[src/rtl/hex_display_pkg.sv]
// Shared constants for the seven-segment display controller: register map,
// CTRL bit positions and the active-high hex-to-segment table.
package hex_display_pkg;

    localparam logic [3:0] ADDR_CTRL       = 4'd0;
    localparam logic [3:0] ADDR_BLINK_MASK = 4'd1;
    localparam logic [3:0] ADDR_VALUE      = 4'd2;
    localparam logic [3:0] ADDR_STATUS     = 4'd3;
    localparam int         ADDR_DIGIT0     = 8;

    localparam int CTRL_ENABLE     = 0;
    localparam int CTRL_DECODE     = 1;
    localparam int CTRL_LAMP_TEST  = 2;
    localparam int CTRL_BRIGHT_LSB = 8;

    localparam logic [6:0] SEG_BLANK = 7'h00;
    localparam logic [6:0] SEG_ALL   = 7'h7F;

    function automatic logic [6:0] hex7(input logic [3:0] n);
        logic [6:0] s;
        s = SEG_BLANK;
        unique case (n)
            4'h0: s = 7'h3F;
            4'h1: s = 7'h06;
            4'h2: s = 7'h5B;
            4'h3: s = 7'h4F;
            4'h4: s = 7'h66;
            4'h5: s = 7'h6D;
            4'h6: s = 7'h7D;
            4'h7: s = 7'h07;
            4'h8: s = 7'h7F;
            4'h9: s = 7'h6F;
            4'hA: s = 7'h77;
            4'hB: s = 7'h7C;
            4'hC: s = 7'h39;
            4'hD: s = 7'h5E;
            4'hE: s = 7'h79;
            4'hF: s = 7'h71;
        endcase
        return s;
    endfunction

endpackage

[src/rtl/hex_display_timebase.sv]
// Free-running blink prescaler/phase and PWM counter; unaffected by CTRL.
module hex_display_timebase
    import hex_display_pkg::*;
#(
    parameter int CLK_FREQ_HZ = 50000000,
    parameter int BLINK_HZ    = 2,
    parameter int PWM_BITS    = 4
) (
    input  logic                clk,
    input  logic                reset,
    output logic                blink_phase,
    output logic [PWM_BITS-1:0] pwm_cnt
);

    localparam int HALF_RAW = CLK_FREQ_HZ / (2 * BLINK_HZ);
    localparam int HALF     = (HALF_RAW < 1) ? 1 : HALF_RAW;
    localparam int CNT_W    = (HALF > 1) ? $clog2(HALF) : 1;
    localparam logic [CNT_W-1:0] LAST = CNT_W'(HALF - 1);

    logic [CNT_W-1:0] presc;

    always_ff @(posedge clk or posedge reset) begin
        if (reset) begin
            presc       <= '0;
            blink_phase <= 1'b0;
            pwm_cnt     <= '0;
        end else begin
            pwm_cnt <= pwm_cnt + PWM_BITS'(1);
            if (presc == LAST) begin
                presc       <= '0;
                blink_phase <= ~blink_phase;
            end else begin
                presc <= presc + CNT_W'(1);
            end
        end
    end

endmodule

[src/rtl/hex_display_ctrl.sv]
// Avalon-MM seven-segment display controller with decode, blink and PWM.
// Lamp test is built only when HEX_DISPLAY_LAMP_TEST_EN is defined.
module hex_display_ctrl
    import hex_display_pkg::*;
#(
    parameter int NUM_DIGITS  = 6,
    parameter int CLK_FREQ_HZ = 50000000,
    parameter int BLINK_HZ    = 2,
    parameter int PWM_BITS    = 4,
    parameter int ACTIVE_LOW  = 1
) (
    input  logic                    clk,
    input  logic                    reset,
    input  logic [3:0]              avs_address,
    input  logic                    avs_read,
    input  logic                    avs_write,
    input  logic [31:0]             avs_writedata,
    output logic [31:0]             avs_readdata,
    output logic [7*NUM_DIGITS-1:0] hex_segments
);

    localparam logic [6:0] PIN_BLANK = (ACTIVE_LOW != 0) ? ~SEG_BLANK : SEG_BLANK;

    logic                         ctrl_enable;
    logic                         ctrl_decode;
    logic                         lamp_test;
    logic [PWM_BITS-1:0]          brightness;
    logic [NUM_DIGITS-1:0]        blink_mask;
    logic [NUM_DIGITS-1:0][6:0]   digits;
    logic [NUM_DIGITS-1:0][6:0]   next_seg;
    logic [31:0]                  rd_data;
    logic                         blink_phase;
    logic [PWM_BITS-1:0]          pwm_cnt;
    logic                         pwm_on;

    hex_display_timebase #(
        .CLK_FREQ_HZ(CLK_FREQ_HZ),
        .BLINK_HZ   (BLINK_HZ),
        .PWM_BITS   (PWM_BITS)
    ) u_timebase (
        .clk        (clk),
        .reset      (reset),
        .blink_phase(blink_phase),
        .pwm_cnt    (pwm_cnt)
    );

    always_ff @(posedge clk or posedge reset) begin
        if (reset) begin
            ctrl_enable <= 1'b0;
            ctrl_decode <= 1'b0;
            lamp_test   <= 1'b0;
            brightness  <= '0;
            blink_mask  <= '0;
            digits      <= '0;
        end else if (avs_write) begin
            if (avs_address == ADDR_CTRL) begin
                ctrl_enable <= avs_writedata[CTRL_ENABLE];
                ctrl_decode <= avs_writedata[CTRL_DECODE];
`ifdef HEX_DISPLAY_LAMP_TEST_EN
                lamp_test   <= avs_writedata[CTRL_LAMP_TEST];
`endif
                brightness  <= avs_writedata[CTRL_BRIGHT_LSB +: PWM_BITS];
            end
            if (avs_address == ADDR_BLINK_MASK)
                blink_mask <= avs_writedata[NUM_DIGITS-1:0];
            for (int i = 0; i < NUM_DIGITS; i++) begin
                if (avs_address == ADDR_VALUE)
                    digits[i] <= {3'b000, avs_writedata[4*i +: 4]};
                else if (avs_address == 4'(ADDR_DIGIT0 + i))
                    digits[i] <= avs_writedata[6:0];
            end
        end
    end

    always_comb begin
        rd_data = '0;
        unique case (1'b1)
            avs_address == ADDR_CTRL: begin
                rd_data[CTRL_ENABLE]                 = ctrl_enable;
                rd_data[CTRL_DECODE]                 = ctrl_decode;
                rd_data[CTRL_LAMP_TEST]              = lamp_test;
                rd_data[CTRL_BRIGHT_LSB +: PWM_BITS] = brightness;
            end
            avs_address == ADDR_BLINK_MASK:
                rd_data[NUM_DIGITS-1:0] = blink_mask;
            avs_address == ADDR_STATUS:
                rd_data[0] = blink_phase;
            default: begin
                for (int i = 0; i < NUM_DIGITS; i++)
                    if (avs_address == 4'(ADDR_DIGIT0 + i))
                        rd_data[6:0] = digits[i];
            end
        endcase
    end

    // Old contents are returned on a same-cycle read/write since rd_data
    // is sampled from the pre-edge register values.
    always_ff @(posedge clk or posedge reset) begin
        if (reset)
            avs_readdata <= '0;
        else if (avs_read)
            avs_readdata <= rd_data;
    end

    assign pwm_on = (brightness == '1) | (pwm_cnt < brightness);

    always_comb begin
        logic [6:0] seg;
        logic [6:0] lit_seg;
        seg      = SEG_BLANK;
        lit_seg  = SEG_BLANK;
        next_seg = '0;
        for (int i = 0; i < NUM_DIGITS; i++) begin
            seg = ctrl_decode ? hex7(digits[i][3:0]) : digits[i];
            lit_seg = (ctrl_enable & pwm_on & ~(blink_mask[i] & blink_phase))
                      ? seg : SEG_BLANK;
            if (lamp_test)
                lit_seg = SEG_ALL;
            next_seg[i] = (ACTIVE_LOW != 0) ? ~lit_seg : lit_seg;
        end
    end

    always_ff @(posedge clk or posedge reset) begin
        if (reset)
            hex_segments <= {NUM_DIGITS{PIN_BLANK}};
        else
            hex_segments <= next_seg;
    end

endmodule

[config.mk]
export PLATFORM = sky130hd
export DESIGN_NAME = hex_display_ctrl
export DESIGN_NICKNAME = d
export VERILOG_FILES = /design/src/rtl/hex_display_pkg.sv /design/src/rtl/hex_display_timebase.sv /design/src/rtl/hex_display_ctrl.sv
export SDC_FILE = /design/constraint.sdc
export NUM_CORES = 1
export LEC_CHECK = 0
export BUFFER_PORTS_ARGS = -buffer_cell sky130_fd_sc_hd__buf_4
export CAP_MARGIN = 20
export CORE_ASPECT_RATIO = 1.4
export CORE_UTILIZATION = 40
export CTS_CLUSTER_SIZE = 16
export DETAILED_ROUTE_END_ITERATION = 6
export PLACE_DENSITY_LB_ADDON = 0.08
export SETUP_SLACK_MARGIN = 0.5
export SYNTH_ARGS = -nofsm -noshare
export SYNTH_HDL_FRONTEND = slang
export SYNTH_SLANG_ARGS = --single-unit
[constraint.sdc]
create_clock -name clk -period 11.8 [get_ports clk]
set_input_delay 1.18 -clock clk [delete_from_list [all_inputs] [get_ports clk]]
set_output_delay 1.18 -clock clk [all_outputs]
set_load 0.01 [all_outputs]
==> results of run 1 <==
==> cell usage in the layout (no fill, tap or decap), types with 6 or more instances in the layout <==
| cell type | netlist | routed |
|---|---|---|
| clkbuf_16 | 0 | 17 |
| a21oi_1 | 45 | 45 |
| xor2_1 | 10 | 10 |
| inv_1 | 31 | 30 |
| o21ai_0 | 68 | 68 |
| a22oi_1 | 14 | 14 |
| mux2i_1 | 17 | 17 |
| o21a_1 | 6 | 6 |
| dfstp_2 | 42 | 42 |
| nor2b_1 | 8 | 8 |
| nor2_1 | 42 | 42 |
| dfrtp_1 | 94 | 93 |
| o22ai_1 | 6 | 6 |
| nor3_1 | 7 | 6 |
| nand2_1 | 120 | 120 |
| a211oi_1 | 11 | 11 |
| bufinv_16 | 0 | 6 |
| buf_4 | 21 | 87 |
| o211ai_1 | 20 | 20 |
| mux2_2 | 44 | 44 |
| nand2b_1 | 15 | 15 |
| nand3_1 | 31 | 31 |
| nand4_1 | 9 | 9 |
| xnor2_1 | 12 | 12 |
| ha_1 | 41 | 41 |
| conb_1 | 1 | 21 |
==> per-stage QoR <==
| step | setup WS, ps | instance area [sq um] | power (mW) |
|---|---|---|---|
| after detailed placement | 8940 | 8430 | 1.17 |
| after global placement | 8990 | 8430 | 1.16 |
| final | 9330 | 9170 | 1.79 |
| after global routing | 9210 | 9170 | 1.89 |
| after floorplan | 7050 | 7800 | 0.993 |
| after CTS | 9390 | 9120 | 1.80 |
==> flip-flops by register name, indices dropped and copies added (netlist names) <==
register                flops
u_timebase.blink_phase      1
u_timebase.presc           24
brightness                  4
avs_readdata               11
u_timebase.pwm_cnt          4
ctrl_decode                 1
ctrl_enable                 1
blink_mask                  6
hex_segments               42
digits                     42
==> worst max path at each step <==
stage | endpoint | cells past startpoint | startpoint | slack, ps
floorplan | avs_readdata[0] | 1 | reset | 7050
global placement | digits[22] | 6 | avs_address[3] | 8990
detailed placement | digits[21] | 6 | avs_address[3] | 8940
CTS | digits[21] | 6 | avs_address[3] | 9390
global route | digits[29] | 6 | avs_address[1] | 9210
finish | digits[21] | 6 | avs_address[3] | 9330
==> synthesized netlist by cell type (all sizes together), types with 5 or more instances <==
cell,instances
a211oi,11
a21oi,45
a22oi,14
and2,5
and3,5
buf,32
clkbuf,34
dfrtp,94
dfstp,42
ha,41
inv,31
mux2,44
mux2i,17
nand2,120
nand2b,15
nand3,31
nand4,9
nor2,42
nor2b,8
nor3,8
o211ai,20
o21a,6
o21ai,68
o22ai,6
o32a,5
xnor2,12
xor2,10
==> layout make-up <==
type / count / share of cell area (%)
timing repair buffer: 89 / 7.64
sequential: 136 / 37.7
clock inverter: 7 / 2.05
multi-input combinational: 600 / 42.4
tap: 244 / 3.33
clock buffer: 25 / 5.51
inverter: 31 / 1.32
==> worst max-delay path, delay by kind of cell <==
kind / cells / cell delay (ps)
simple gates: 3 / 980
buf+inv: 1 / 180
compound gates: 2 / 400
==> power by group <==
part | switching (mW) | leakage, nW | internal, mW | total (mW)
clock | 0.195 | 0.334 | 0.425 | 0.620
sequential | 0.108 | 1.63 | 0.588 | 0.696
combinational | 0.244 | 2.12 | 0.227 | 0.471
==> per-layer routing <==
| metal | vias up | share of wire, % | GRT usage, % |
|---|---|---|---|
| met4 | 0 | 2.5 | 8.53 |
| met5 | - | 0 | 0 |
| met2 | 139 | 51 | 35.1 |
| li1 | 2937 | - | - |
| met3 | 22 | 2.9 | 3.39 |
| met1 | 2933 | 43 | 25.9 |
==> kinds of logic (layout without fill, tap and decap cells) <==
logic type | count (synthesis) | count (layout) | synth area share, %
other | 1 | 21 | 0.0485
buffers and inverters | 97 | 152 | 5.94
AO/OA/AOI/OAI | 200 | 200 | 16.1
XOR/XNOR | 22 | 22 | 2.49
multiplexers | 62 | 62 | 8.91
AND/OR/NAND/NOR | 254 | 254 | 15.2
flip-flops | 136 | 136 | 44.7
adder cells (fa/ha/maj) | 41 | 41 | 6.64
==> impl_metrics.toml, run 1 <==
[clock_network]
cts_tree = "built"
h-tree-depth = 4
cts_setup_buffers = 0
cts_buffers = 17
cts_resized = 0
clk_latency_ps = 410
clock-sinks = 136
cts_root_buf = "clkbuf_16"
cts_buffer_depth = 2
clk_pin_slew_ps = 60
ctsHoldBuffers = 0

[sta]
period_share_pct = 20.9
setup_viol = 0
tns_ps = 0
skew_ps = 9.55
finalCriticalPeriod_ps = 2470
hold_ws_ps = 474
tightest_slew_ps = 865
rsz0062_at_grt = "no"
hold_violations = 0
maxSlewHeadroom_pct = 42.3
max_freq_mhz = 405
maxSlewViolCount = 0

[yosys]
yosys_warnings = 1
synth_top_area_share_pct = 30.4
seq_area_frac_synth_pct = 44.7
synth_area_per_cell_sq_um = 9.50
synth_cell_types = 54
ys.flop_type = "dfrtp_1"
synthCells = 813
synth_edf_count = 0
syn_area_sq_um = 7730
yosysTopAreaCell = "dfrtp_1"
synth.area.top_cells = "dfrtp_1 30%, dfstp_2 14%, ha_1 6.6%"
synth-seq-cells = 136
async_reset_ff_share_pct = 100

[cells_and_area]
areaGrowthSynthToFinish_pct = 18.7
finalNetCount = 956
register_area_sq_um = 3460
fillers = 1757
drive_above_1_share_pct = 23.8
multiInputGateArea_sq_um = 3890
postLayoutCoreUtil_pct = 48.9
instances_no_fill = 1132
diodes = 0

[die]
core_area_sq_um = 18800
dieArea_sq_um = 19900
die_h_um = 166
die_w_um = 119
io_pins = 114
start_util_pct = 41.2
placementRows = 59

[route]
drt.antenna.violating_nets = 0
drt_iter0_markers = 397
drt_wl_total_um = 19800
vias_per_cell = 5.33
vias = 6031
avgRoutedWirePerCell_um = 17.5
firstDrtPassIters = 7
drc_errors = 0

[placed_design]
dp_hpwl_um = 14300
port_buffers = 84
placed_cells = 1098
globalplace.congestion = 0.864

[global_routing]
grt.overflow.total = 0
grt_max_degree = 79
antenna_found_initial = 0
grt_pass1_vias = 5980
grt_pass1_wl_um = 31900
track_usage_pct = 20.7

[setup_path]
reg2regPathDepth = 6
reg2reg_from = "brightness[1]"
reg2reg_to = "hex_segments[28]"
critical_path.slowest_cell = "nor2_1"
rrSetupSlack_ps = 9550
worstSetupPathType = "input port to flip-flop"
endpoint_kind = "flip-flop"
start_kind = "input port"
max_stage_delay_ps = 360
worst_ep_required_time_ps = 12080
cp.arrival_ps = 2740
worstPathCellList = "buf_4 -> nor2_1 -> nand2_1 -> and2_1 -> a211oi_1 -> a21oi_1"
cp_max_fo = 18

[hold_path]
min_to = "u_timebase.pwm_cnt[0]"
hp-class = "flip-flop to flip-flop"
hold_depth = 1
hold_start = "u_timebase.pwm_cnt[0]"

[power_and_ir_drop]
max-vdd-ir-drop_mv = 0.0909
p_leak_nw = 4.09
power_density_nw_per_um2 = 195

[flow_run]
maxCapViolCount = 0

[outcome]
run_status = "complete, no violations"
Note: power is estimated with default switching activity, not from simulation.
==> run 2, diff against run 1 <==
==> constraint.sdc (replaced) <==
create_clock -name clk -period 2.4 [get_ports clk]
set_input_delay 0.24 -clock clk [delete_from_list [all_inputs] [get_ports clk]]
set_output_delay 0.24 -clock clk [all_outputs]
set_load 0.01 [all_outputs]
==> run 2 against run 1 <==
  * Via count increased by 2.3%
  * Sequential cell count unchanged
  * First-iteration DRC count down 27%
  * Global-route usage up 0.44 points
  * Hold slack worse by 390 ps
  * Wire length rose by 2.0%
  * Sequential share of layout area is essentially flat
  * Setup slack worse by 8700 ps
  * Register-to-register slack got worse by 9000 ps
  * Critical path type is now flip-flop to flip-flop
  * Highest routed layer unchanged
==> impl_metrics.toml, run 2 (same netlist as run 1, synthesis figures left out) <==
[sta]
tightest_slew_ps = 741
period_share_pct = 75.1
finalCriticalPeriod_ps = 1800
maxSlewHeadroom_pct = 50.6
rsz0062_at_grt = "no"
skew_ps = 10.4
max_freq_mhz = 555
tns_ps = 0
maxSlewViolCount = 0
hold_violations = 0
setup_viol = 0

[global_routing]
grt_max_degree = 80
antenna_found_initial = 0
grt_pass1_vias = 6117
grt.overflow.total = 0
track_usage_pct = 21.1
grt_pass1_wl_um = 32700

[clock_network]
cts_buffer_depth = 2
h-tree-depth = 4
cts_buffers = 17
cts_tree = "built"
cts_root_buf = "clkbuf_16"
clk_pin_slew_ps = 60
clock-sinks = 136
clk_latency_ps = 420

[setup_path]
reg2regPathDepth = 6
reg2reg_from = "digits[21]"
cp_max_fo = 6
endpoint_kind = "flip-flop"
startpoint = "digits[21]"
cp.arrival_ps = 2150
worstSetupPathType = "flip-flop to flip-flop"
worst_ep_required_time_ps = 2750
start_kind = "flip-flop"

[route]
firstDrtPassIters = 4
vias = 6171
avgRoutedWirePerCell_um = 17.6
drt.antenna.violating_nets = 0
vias_per_cell = 5.38
drt_wl_total_um = 20200
drt_iter0_markers = 290
drc_errors = 0

[placed_design]
port_buffers = 84
dp_hpwl_um = 14700
placed_cells = 1111
globalplace.congestion = 0.855

[die]
die_h_um = 166
placementRows = 59
dieArea_sq_um = 19900
core_area_sq_um = 18800
start_util_pct = 41.2
io_pins = 114
die_w_um = 119

[cells_and_area]
areaGrowthSynthToFinish_pct = 18.8
drive_above_1_share_pct = 25.8
instances_no_fill = 1148
finalNetCount = 972
final_common_cell = "nand2_1"
reg_top3 = "digits: 42 flops, hex_segments: 42 flops, u_timebase.presc: 24 flops"
mostFrequentLayoutCells = "119 x nand2_1, 102 x buf_4, 92 x dfrtp_1"
diodes = 0

[power_and_ir_drop]
max-vdd-ir-drop_mv = 0.446
sequentialPowerShare_pct = 41.4
p_total_mw = 8.34
power_density_nw_per_um2 = 909
switchingPower_mw = 2.77
intPower_mw = 5.57
p_leak_nw = 4.09
comb_power_share_pct = 28.5
p_clk_share_pct = 30.1
power_switching_share_pct = 33.2

[hold_path]
hold_start = "avs_writedata[11]"
hp-class = "input port to flip-flop"
hold_depth = 2

[flow_run]
maxCapViolCount = 0

[outcome]
run_status = "complete, no violations"
==> run 2: per-stage QoR <==
stage | hold slack (ps) | area [sq um] | setup slack (ps) | util, %
after floorplan | 391 | 7800 | 501 | -
after global placement | 407 | 8550 | 499 | 45.6
after detailed placement | 410 | 8550 | 484 | 45.6
after CTS | 68.4 | 9130 | 494 | 48.7
after global routing | 69.3 | 9180 | 513 | 48.9
final | 84.6 | 9180 | 597 | 48.9
==> run 2: power groups by stage <==
stage	Clock (mW)	Combinational (mW)	Sequential, mW
final	2.51	2.38	3.45
after global routing	2.69	2.64	3.52
after CTS	2.58	2.39	3.45
after detailed placement	0	2.37	3.49
after floorplan	0	1.57	3.31
after global placement	0	2.31	3.47
==> run 2: area by class of cell <==
| class | instances | area [sq um] |
|---|---|---|
| clock buffers | 21 | 470 |
| clock inverters | 11 | 98.8 |
| fillers | 1838 | 9580 |
| inverters | 31 | 120 |
| multi-input cells | 600 | 3910 |
| flip-flops and latches | 136 | 3460 |
| well taps | 244 | 305 |
| repair buffers | 105 | 816 |
==> run 2: what timing repair did <==
action / in CTS / in global routing
resized for setup: 1 / 6
endpoints found under the setup margin: 1 / 44
pin swaps: 0 / 4
endpoints found under the hold margin: 65 / 0
hold buffers: 1 / 0
setup buffers: 0 / 4
==> run 2: worst paths after layout <==
path / endpoint / slack (ps)
max: hex_segments[22] / 600
min: brightness[3] / 80
max reg2reg: hex_segments[22] / 600
min reg2reg: u_timebase.pwm_cnt[0] / 480
min in group asynchronous: digits[15] / 500
max in group asynchronous: digits[3] / 1250
==> run 2: worst max-delay path, cell delays in order (launching register included) <==
cell and delay (ps):
dfrtp_1 500, inv_1 190, ha_1 350, mux2_2 280
a32o_1 210, mux2i_1 140, nand2_1 70
==> run 2: per-layer routing <==
| metal | vias to the layer above | wire (um) | part of all wire, % | track usage, % |
|---|---|---|---|---|
| met1 | 3052 | 8590 | 43 | 25.7 |
| met4 | 0 | 330 | 1.6 | 7.55 |
| met5 | - | 0 | 0 | 0 |
| met2 | 124 | 10500 | 52 | 36.8 |
| li1 | 2972 | - | - | - |
| met3 | 23 | 782 | 3.9 | 4.04 |
==> run 3, diff against run 2 <==
==> constraint.sdc (replaced) <==
create_clock -name clk -period 1.8 [get_ports clk]
set_input_delay 0.18 -clock clk [delete_from_list [all_inputs] [get_ports clk]]
set_output_delay 0.18 -clock clk [all_outputs]
set_load 0.01 [all_outputs]
==> run 3 against run 2 <==
  * Wire length grew 4.6%
  * Critical path depth shrank 1
  * Non-clock buffer count grew 65
  * Total power grew 44%
  * Via count grew 2.7%
  * Clock-buffer cell count shrank 3
  * Register-to-register slack lost 470 ps
  * Clock skew is essentially flat
  * First-iteration DRC count shrank 20%
  * Clock power grew 43%
  * Maximum frequency grew 7.5%
  * Sequential cell count is the same
  * Highest routed layer unchanged
==> impl_metrics.toml, run 3 (same netlist as run 1, synthesis figures left out) <==
[outcome]
run_status = "complete, no violations"

[cells_and_area]
layout.cell_area.non_filler_sq_um = 10100
instances_no_fill = 1213
areaGrowthSynthToFinish_pct = 30.2
final_common_cell = "buf_4"
reg_top3 = "digits: 42 flops, hex_segments: 42 flops, u_timebase.presc: 24 flops"
finalNetCount = 1037
fillers = 1762
drive_above_1_share_pct = 39.7
mostFrequentLayoutCells = "155 x buf_4, 85 x dfrtp_1, 82 x nand2_1"
diodes = 0

[route]
drt.antenna.violating_nets = 0
drt_wl_total_um = 21100
avgRoutedWirePerCell_um = 17.4
firstDrtPassIters = 5
vias = 6335
drc_errors = 0
vias_per_cell = 5.22
drt_iter0_markers = 232

[global_routing]
grt.overflow.total = 0
grt_pass1_wl_um = 33300
track_usage_pct = 21.7
antenna_found_initial = 0
grtUsageMet2_pct = 38.1
grt_pass1_vias = 6308
grt_busiest_layer = "met2"
gr-usage-met3_pct = 4.21
use_met1_pct = 25.3
grt_max_degree = 63

[flow_run]
maxCapViolCount = 0

[sta]
max_freq_mhz = 596
skew_ps = 10.0
setup_viol = 0
tns_ps = 0
maxSlewViolCount = 0
rsz0062_at_grt = "yes"
hold_violations = 0
finalCriticalPeriod_ps = 1680
hold_ws_ps = 14.5
period_share_pct = 93.2

[die]
core_area_sq_um = 18800
start_util_pct = 41.2
io_pins = 114
dieArea_sq_um = 19900
placementRows = 59
die_w_um = 119
die_h_um = 166

[placed_design]
globalplace.congestion = 0.855
dpl-instance-area_sq_um = 8900
placed_cells = 1152
dp_hpwl_um = 15500
port_buffers = 84

[clock_network]
clock-sinks = 136
cts_buffer_depth = 2
cts_tree = "built"
clk_latency_ps = 430
cts_root_buf = "clkbuf_16"
h-tree-depth = 4
clk_pin_slew_ps = 60
cts_buffers = 17

[setup_path]
cp_max_fo = 3
start_kind = "flip-flop"
cp_num_buf_inv = 0
path_delay_family = "simple AND/OR/NAND/NOR gates"
endpoint_kind = "flip-flop"
worstPathCellList = "or4b_4 -> nor3_2 -> and4_4 -> a31oi_1 -> a21o_1"
cp.arrival_ps = 1990
worst_ep_required_time_ps = 2120
max_stage_delay_ps = 530
critical_path.slowest_cell = "or4b_4"
worstSetupPathType = "flip-flop to flip-flop"

[power_and_ir_drop]
power_density_nw_per_um2 = 1190
max-vdd-ir-drop_mv = 0.564
p_leak_nw = 4.46

[hold_path]
hp-class = "input port to flip-flop"
==> run 3: changes by cell type in the layout (fill, tap and decap cells not counted), sizes merged <==
cell | previous run | this run
clkbuf | 21 | 19
bufinv | 1 | 3
clkinvlp | 7 | 6
inv | 30 | 32
dlygate4sd3 | 1 | 2
buf | 104 | 167
==> run 3: timing repair <==
action / CTS / global route
resized for setup: 66 / 32
setup buffers: 18 / 9
hold buffers: 2 / 0
endpoints found under the hold margin: 98 / 0
pin swaps: 16 / 11
endpoints found under the setup margin: 68 / 70
==> run 3: power by group <==
group	leakage, nW	internal (mW)	switching [mW]
combinational	2.56	1.95	2.11
clock	0.285	2.22	1.38
sequential	1.62	3.87	0.459
total	4.46	8.03	3.95
==> run 3: path summary, 6_finish.rpt <==
check | startpoint | end | slack, ps | cells past startpoint
max | u_timebase.presc[22] | u_timebase.presc[15] | 120 | 5
min | avs_writedata[9] | brightness[1] | 10 | 2
max reg2reg | u_timebase.presc[22] | u_timebase.presc[15] | 120 | 5
min reg2reg | u_timebase.pwm_cnt[0] | u_timebase.pwm_cnt[0] | 470 | 1
max in group asynchronous | reset | hex_segments[40] | 990 | 4
min in group asynchronous | reset | hex_segments[14] | 430 | 3
==> run 3: layer usage <==
metal | wire length, um | part of all wire, %
met4 | 580 | 2.7
met2 | 11200 | 53
met5 | 0 | 0
met3 | 872 | 4.1
met1 | 8490 | 40
==> run 3: area by class of cell <==
type / instances / area, sq um / area share (%)
well taps: 244 / 305 / 3.03
inverters: 31 / 120 / 1.19
clock buffers: 18 / 439 / 4.37
multi-input cells: 600 / 4220 / 41.9
flip-flops and latches: 136 / 3470 / 34.5
clock inverters: 14 / 173 / 1.72
repair buffers: 170 / 1340 / 13.3
==> run 3: stage by stage <==
stage	util, %	power [mW]	setup slack [ps]
global route	53.7	12.7	56.5
floorplan	-	6.55	-38.9
finish	53.7	12.0	122
CTS	52.6	12.0	122
global placement	47.5	7.94	104
detailed placement	47.5	8.02	80.7
==> run 3: worst reg2reg max path: stages, from the launching register on <==
cell,delay [ps]
dfrtp_1,370
or4b_4,530
nor3_2,170
and4_4,260
a31oi_1,50
a21o_1,190
